**src/rtl/hazard_ctrl.sv**
```systemverilog
// Pipeline hazard controller: stalls D on unresolved register dependencies
// and on mult/div unit occupancy, and counts stall cycles since reset.
module hazard_ctrl (
  input  logic        clk,
  input  logic        rst,
  input  logic [4:0]  D_rs_addr,
  input  logic [4:0]  D_rt_addr,
  input  logic [1:0]  D_Tuse_rs,
  input  logic [1:0]  D_Tuse_rt,
  input  logic        D_is_md,
  input  logic        E_Reg_WE,
  input  logic [4:0]  E_Reg_WA,
  input  logic [1:0]  E_Tnew,
  input  logic        M_Reg_WE,
  input  logic [4:0]  M_Reg_WA,
  input  logic [1:0]  M_Tnew,
  input  logic        E_md_start,
  input  logic        E_md_op,
  output logic        F_Reg_WE,
  output logic        D_Reg_WE,
  output logic        E_Reg_flush,
  output logic        md_busy,
  output logic [31:0] stall_cnt
);

  localparam logic [3:0] MULT_CYCLES = 4'd5;
  localparam logic [3:0] DIV_CYCLES  = 4'd10;

  logic        stall_rs;
  logic        stall_rt;
  logic        stall_md;
  logic        stall;
  logic [3:0]  md_cnt_q;
  logic [3:0]  md_cnt_d;
  logic [31:0] stall_cnt_q;
  logic [31:0] stall_cnt_d;

  // A source stalls only if a live writer targets it and will not have its
  // result ready by the time D needs it; Tuse=3 can never be below a 2-bit Tnew.
  function automatic logic raw_hazard(
    input logic [4:0] src,
    input logic [1:0] tuse,
    input logic       we,
    input logic [4:0] wa,
    input logic [1:0] tnew
  );
    return (src != 5'd0) && we && (wa == src) && (tuse < tnew);
  endfunction

  always_comb begin
    stall_rs = raw_hazard(D_rs_addr, D_Tuse_rs, E_Reg_WE, E_Reg_WA, E_Tnew) |
               raw_hazard(D_rs_addr, D_Tuse_rs, M_Reg_WE, M_Reg_WA, M_Tnew);
    stall_rt = raw_hazard(D_rt_addr, D_Tuse_rt, E_Reg_WE, E_Reg_WA, E_Tnew) |
               raw_hazard(D_rt_addr, D_Tuse_rt, M_Reg_WE, M_Reg_WA, M_Tnew);
    stall_md = D_is_md && (E_md_start || (md_cnt_q != 4'd0));
    stall    = stall_rs | stall_rt | stall_md;
  end

  // A start while the unit is still counting is dropped, not queued.
  always_comb begin
    md_cnt_d = md_cnt_q;
    if (md_cnt_q != 4'd0) begin
      md_cnt_d = md_cnt_q - 4'd1;
    end else if (E_md_start) begin
      md_cnt_d = E_md_op ? DIV_CYCLES : MULT_CYCLES;
    end
  end

  always_comb begin
    stall_cnt_d = stall_cnt_q;
    if (stall && (stall_cnt_q != 32'hFFFF_FFFF)) begin
      stall_cnt_d = stall_cnt_q + 32'd1;
    end
  end

  always_ff @(posedge clk) begin
    if (rst) begin
      md_cnt_q    <= 4'd0;
      stall_cnt_q <= 32'd0;
    end else begin
      md_cnt_q    <= md_cnt_d;
      stall_cnt_q <= stall_cnt_d;
    end
  end

  assign F_Reg_WE    = ~stall;
  assign D_Reg_WE    = ~stall;
  assign E_Reg_flush = stall;
  assign md_busy     = (md_cnt_q != 4'd0);
  assign stall_cnt   = stall_cnt_q;

endmodule

```
**config.mk**
```make
export PLATFORM = sky130hd
export DESIGN_NAME = hazard_ctrl
export DESIGN_NICKNAME = d
export VERILOG_FILES = /design/src/rtl/hazard_ctrl.sv
export SDC_FILE = /design/constraint.sdc
export NUM_CORES = 1
export LEC_CHECK = 0
export CELL_PAD_IN_SITES_DETAIL_PLACEMENT = 1
export CELL_PAD_IN_SITES_GLOBAL_PLACEMENT = 2
export CORE_UTILIZATION = 27
export CTS_CLUSTER_SIZE = 8
export DETAILED_ROUTE_END_ITERATION = 10
export PLACE_DENSITY_LB_ADDON = 0.1
export SLEW_MARGIN = 10
export SYNTH_ARGS = -nofsm -noshare
export SYNTH_HDL_FRONTEND = slang
export SYNTH_SLANG_ARGS = --single-unit
export TNS_END_PERCENT = 50
```
**constraint.sdc**
```tcl
create_clock -name clk -period 3 [get_ports clk]
set_input_delay 0.45 -clock clk [delete_from_list [all_inputs] [get_ports clk]]
set_output_delay 0.45 -clock clk [all_outputs]
set_load 0.01 [all_outputs]
```
After elaboration in Yosys (flattened, before gate mapping)
Index checks and enable logic that the tools add are counted.
W data, S select, Z words.
Cells by class
  add/subtract/negate cells: 2
  $mul: 0
  divide/modulo/power cells: 0
  $lt $le $gt $ge: 4
  eq/ne operators: 5
  shifts and indexed selects: 0
  multiplexer cells: 3
  bitwise logic cells: 5
  reductions and logical operators: 19
Operators by type and width (count)
  $add A32 B1 Y32 const B: 1
  $ne A32 B32 Y1 const B: 1
  $eq A5 B5 Y1: 4
  $logic_and A1 B1 Y1: 14
  $mux W4: 3
  $reduce_bool A5 Y1: 2
  $lt A2 B2 Y1: 4
  $or A1 B1 Y1: 4
  $reduce_bool A4 Y1: 1
  $sub A4 B1 Y4 const B: 1
  $reduce_bool A2 Y1: 1
  $logic_or A1 B1 Y1: 1
  $not A1 Y1: 1
Storage, ports and cells
  register bits after elaboration: 36
  bits in latches: 0
  RAM bits: 0
  ROM bits: 0
  input bits: 35
  output and inout bits: 36
  logic and storage cells: 40
  memories: 0

Longest topological paths before layout
  word-level depth: 8
  mapped depth: 11
  depth with buffers taken out: 9

Worst setup path after synthesis
Ideal clock, no wire load.
  kind: input to output
  start: input port E_Tnew[1]
  end: output port F_Reg_WE
  data arrival time: 1943 ps
  setup slack: 607 ps
  stages: 9
  path buffers: 3
  path through: inv_1 ha_1 or2b_1 nor4_2 a22oi_1 o221a_4 buf_2 buf_2 buf_4
Between the ends
  cells in the longest elaborated chain, start to end: 6
  elaborated cells on any way between the ends: 9
Ends and longest elaborated chain
  start, declared: RTL line 13  | input logic [1:0] E_Tnew,
  $lt A2 B2 Y1: RTL line 47  | return (src != 5'd0) && we && (wa == src) && (tuse < tnew);
  $logic_and A1 B1 Y1: RTL line 47
  $or A1 B1 Y1 (on tied branches): RTL line 51, 53
  $or A1 B1 Y1 * (2 in series): RTL line 56  | stall = stall_rs | stall_rt | stall_md;
  $not A1 Y1 *
  end, declared: RTL line 19  | output logic F_Reg_WE,
Mark *: on every way between the ends. The rest lies on a longest branch, timed or not.

Worst setup path in the final report
  start: input port E_Tnew[1]
  end: register stall_cnt_q[4], in the netlist stall_cnt[4]
Between the ends
  cells in the longest elaborated chain, start to end: 6
  elaborated cells on any way between the ends: 9
Ends and longest elaborated chain
  $lt A2 B2 Y1: RTL line 47
  $logic_and A1 B1 Y1: RTL line 47
  $or A1 B1 Y1 (on tied branches): RTL line 51, 53
  $or A1 B1 Y1 * (2 in series): RTL line 56
  $logic_and A1 B1 Y1 *: RTL line 71  | if (stall && (stall_cnt_q != 32'hFFFF_FFFF)) begin
  end signal, assigned: RTL line 82  | stall_cnt_q <= stall_cnt_d;
  end, declared: RTL line 35  | logic [31:0] stall_cnt_q;
Marks and branches as above.
A chain may end at the register's enable or synchronous reset.

==> run_results.csv <==
group,metric,value,unit
outcome,status,"completed",
place,place_area,3169,µm²
drt,postRouteAntennaNets,0,
synthesis,synth-async-reset-ratio,0,%
final_layout,area_growth,38.82,%
sta,clock.fmax,0.3484,GHz
floorplanning,pin_count,71,
final_layout,nets,400,
place,port_buffers,70,
clock_network,cts.sinks,36,
worst_hold_path,worst_hold_path.endpoint,"stall_cnt[11]$_SDFFE_PP0P_",
power_and_ir_drop,power,1.338,mW
clock_network,clock_latency,300,ps
grt,grt_pass1_vias,2404,
power_and_ir_drop,power_density,409.0,nW/µm²
critical_path,worstSetupPathType,"in2reg",
synthesis,synth_top_cells_by_count,"36 x dfxtp_1, 30 x a21oi_1, 21 x or4_1",
drt,wl_per_cell,15.77,µm
power_and_ir_drop,leakagePower,1.088,nW
critical_path,rrSetupSlack,530,ps
flow_run,maxCapViolCount,0,
sta,hold_violations,0,
place,hpwl,5333,µm
floorplanning,die_y,95.41,µm
critical_path,worst_ep_required_time,3240,ps
drt,wl,7316,µm
critical_path,crit_path_max_fanout,21,
grt,antenna_found_initial,0,
critical_path,rr_endpoint,"stall_cnt[4]$_SDFFE_PP0P_",
worst_hold_path,holdPathStages,2,
final_layout,diodes,0,
grt,grt_pass1_wl,12010,µm
synthesis,synth.distinct_cells,38,
synthesis,yosys_warnings,0,
power_and_ir_drop,peakVddDrop,0.1858,mV
sta,finalMaxSlewViolations,0,
synthesis,synthTopCellsByArea,"dfxtp_1 31%, xor2_1 7.4%, or4_1 6.7%",
synthesis,avgSynthCellArea,8.181,µm²
sta,tightest_slew,555.3,ps
synthesis,synth_area,2356,µm²
final_layout,fin_area,3271,µm²
floorplanning,dieArea,9103,µm²
clock_network,cts_hold_buffers,0,
sta,finClkSkew,17.17,ps
clock_network,cts_buffer_depth,2,
synthesis,seq_area_frac_synth,30.59,%
drt,first_pass_iters,4,
drt,drt_first_iter_violations,69,
clock_network,cts_made_buffers,5,
drt,vias,2478,
synthesis,ys_ff_latch,36,
floorplanning,die_w,95.41,µm
drt,drc_errors,0,
sta,rsz0062_at_grt,"false",
drt,drt-vias-per-instance,5.341,
place,place.gp.congestion,0.7358,
final_layout,drive_above_1_share,8.357,%
synthesis,ys.flop_type,"dfxtp_1",
grt,gr-usage-all-layers,16.89,%
final_layout,final_core_util,39.21,%
floorplanning,initial_core_util,28.25,%
sta,period_share,95.69,%
synthesis,synth_fp_nets,330,
synthesis,synth_top_cell_by_area,"dfxtp_1",
worst_hold_path,min-delay-start,"stall_cnt[11]$_SDFFE_PP0P_",
critical_path,crit_path_start_kind,"primary input",
critical_path,end_kind,"flip-flop",
synthesis,synth_top_area_share,30.59,%
sta,post-route-min-period,2871,ps
clock_network,cts_tree,"built",
sta,timing.slew.headroom,62.98,%
grt,overflow,0,
sta,finalSetupViolations,0,
critical_path,r2r_cells,9,
clock_network,htreeDepth,2,
critical_path,critPathArrivalTime,3110,ps
clock_network,root_buffer,"clkbuf_8",
synthesis,synthCells,288,
sta,hold-worst-slack,502.0,ps
synthesis,synth-edff-count,0,
worst_hold_path,hold_path_class,"reg2reg",
clock_network,clk_pin_slew,90,ps
critical_path,timing.rr.start,"md_cnt_q[0]$_SDFFE_PP0N_",
grt,grt_max_degree,43,
floorplanning,core_region_area,8341,µm²
synthesis,yosysMostFrequentCell,"dfxtp_1",
floorplanning,rows,33,
layout make-up:
cell class,count,area [µm²]
multi-input cells,226,1521
clock buffers,5,68.82
well taps,105,131.4
fillers,1031,5070
inverters,8,30.03
repair buffers,81,779.5
flip-flops and latches,36,720.7
clock inverters,3,18.77
layer usage:
layer / vias to the layer above / part of all wire (%) / routed length (µm) / GRT usage (%)
met5: - / 0 / 0 / 0
met4: 0 / 1.1 / 81 / 4.726
met3: 8 / 3.2 / 237 / 2.871
met2: 43 / 48 / 3531 / 28.04
met1: 1191 / 47 / 3466 / 22.41
li1: 1236 / - / - / -
timing repair:
item | 4_1_cts | 5_1_grt
gates resized for setup | 3 | 2
pin swaps | 1 | 1
setup buffers | 1 | 0
setup endpoints to repair | 3 | 3
state kept, by name (all words and copies together), names as in the netlist:
register,flops
stall_cnt,32
md_cnt_q,4
cell usage in the layout, fill, tap and decap left out, types with 10 or more instances in the layout:
master	netlist	layout
buf_4	1	11
o31ai_1	16	16
nand4_1	12	12
nand2_1	10	10
a21oi_1	30	29
nor2_1	15	15
or4_1	21	21
clkdlybuf4s50_1	0	67
nand3_1	17	17
o21ai_0	13	13
dfxtp_1	36	36
xor2_1	20	20
metrics by stage:
step	TNS (ps)	std cells	worst slack [ps]
final	0	464	129.4
after global placement	-212.7	455	-107.7
after detailed placement	-1131	455	-175.2
after CTS	0	464	47.91
after floorplan	0	288	607.1
after global routing	0	464	26.71
worst max-delay path: stages:
cell	delay [ps]
clkdlybuf4s50_1	450
inv_1	60
ha_1	170
or2b_1	240
nor4_2	220
a22oi_1	140
o221a_4	330
buf_4	160
buf_4	190
or4_1	520
a21oi_1	170
power by group:
part,internal (mW),switching (mW),leakage [nW],total [mW]
clock network,0.162,0.203,0.0479,0.365
registers,0.508,0.0327,0.291,0.540
logic,0.198,0.234,0.749,0.432
cell families after synthesis:
kind of cell / share of synthesized area (%)
and+or+nand+nor: 30.96
buffers and inverters: 5.258
adders and majority gates: 3.717
xor gates and xnor gates: 7.807
AOI/OAI and AO/OA: 20.23
DFF: 30.59
muxes: 1.434
worst max path at each step:
stage              start                          to  slack, ps  cells after the start
2_1_floorplan  E_Tnew[1]                    F_Reg_WE        610                      9
3_3_place_gp   E_Tnew[1]                 E_Reg_flush       -110                      9
3_5_place_dp   E_Tnew[1]                 E_Reg_flush       -180                      9
4_1_cts        E_Tnew[1]  stall_cnt[22]$_SDFFE_PP0P_         50                     11
5_1_grt        E_Tnew[1]   stall_cnt[4]$_SDFFE_PP0P_         30                     11
6_report       E_Tnew[1]   stall_cnt[4]$_SDFFE_PP0P_        130                     11
No activity file was read; power rests on OpenSTA's default activity.
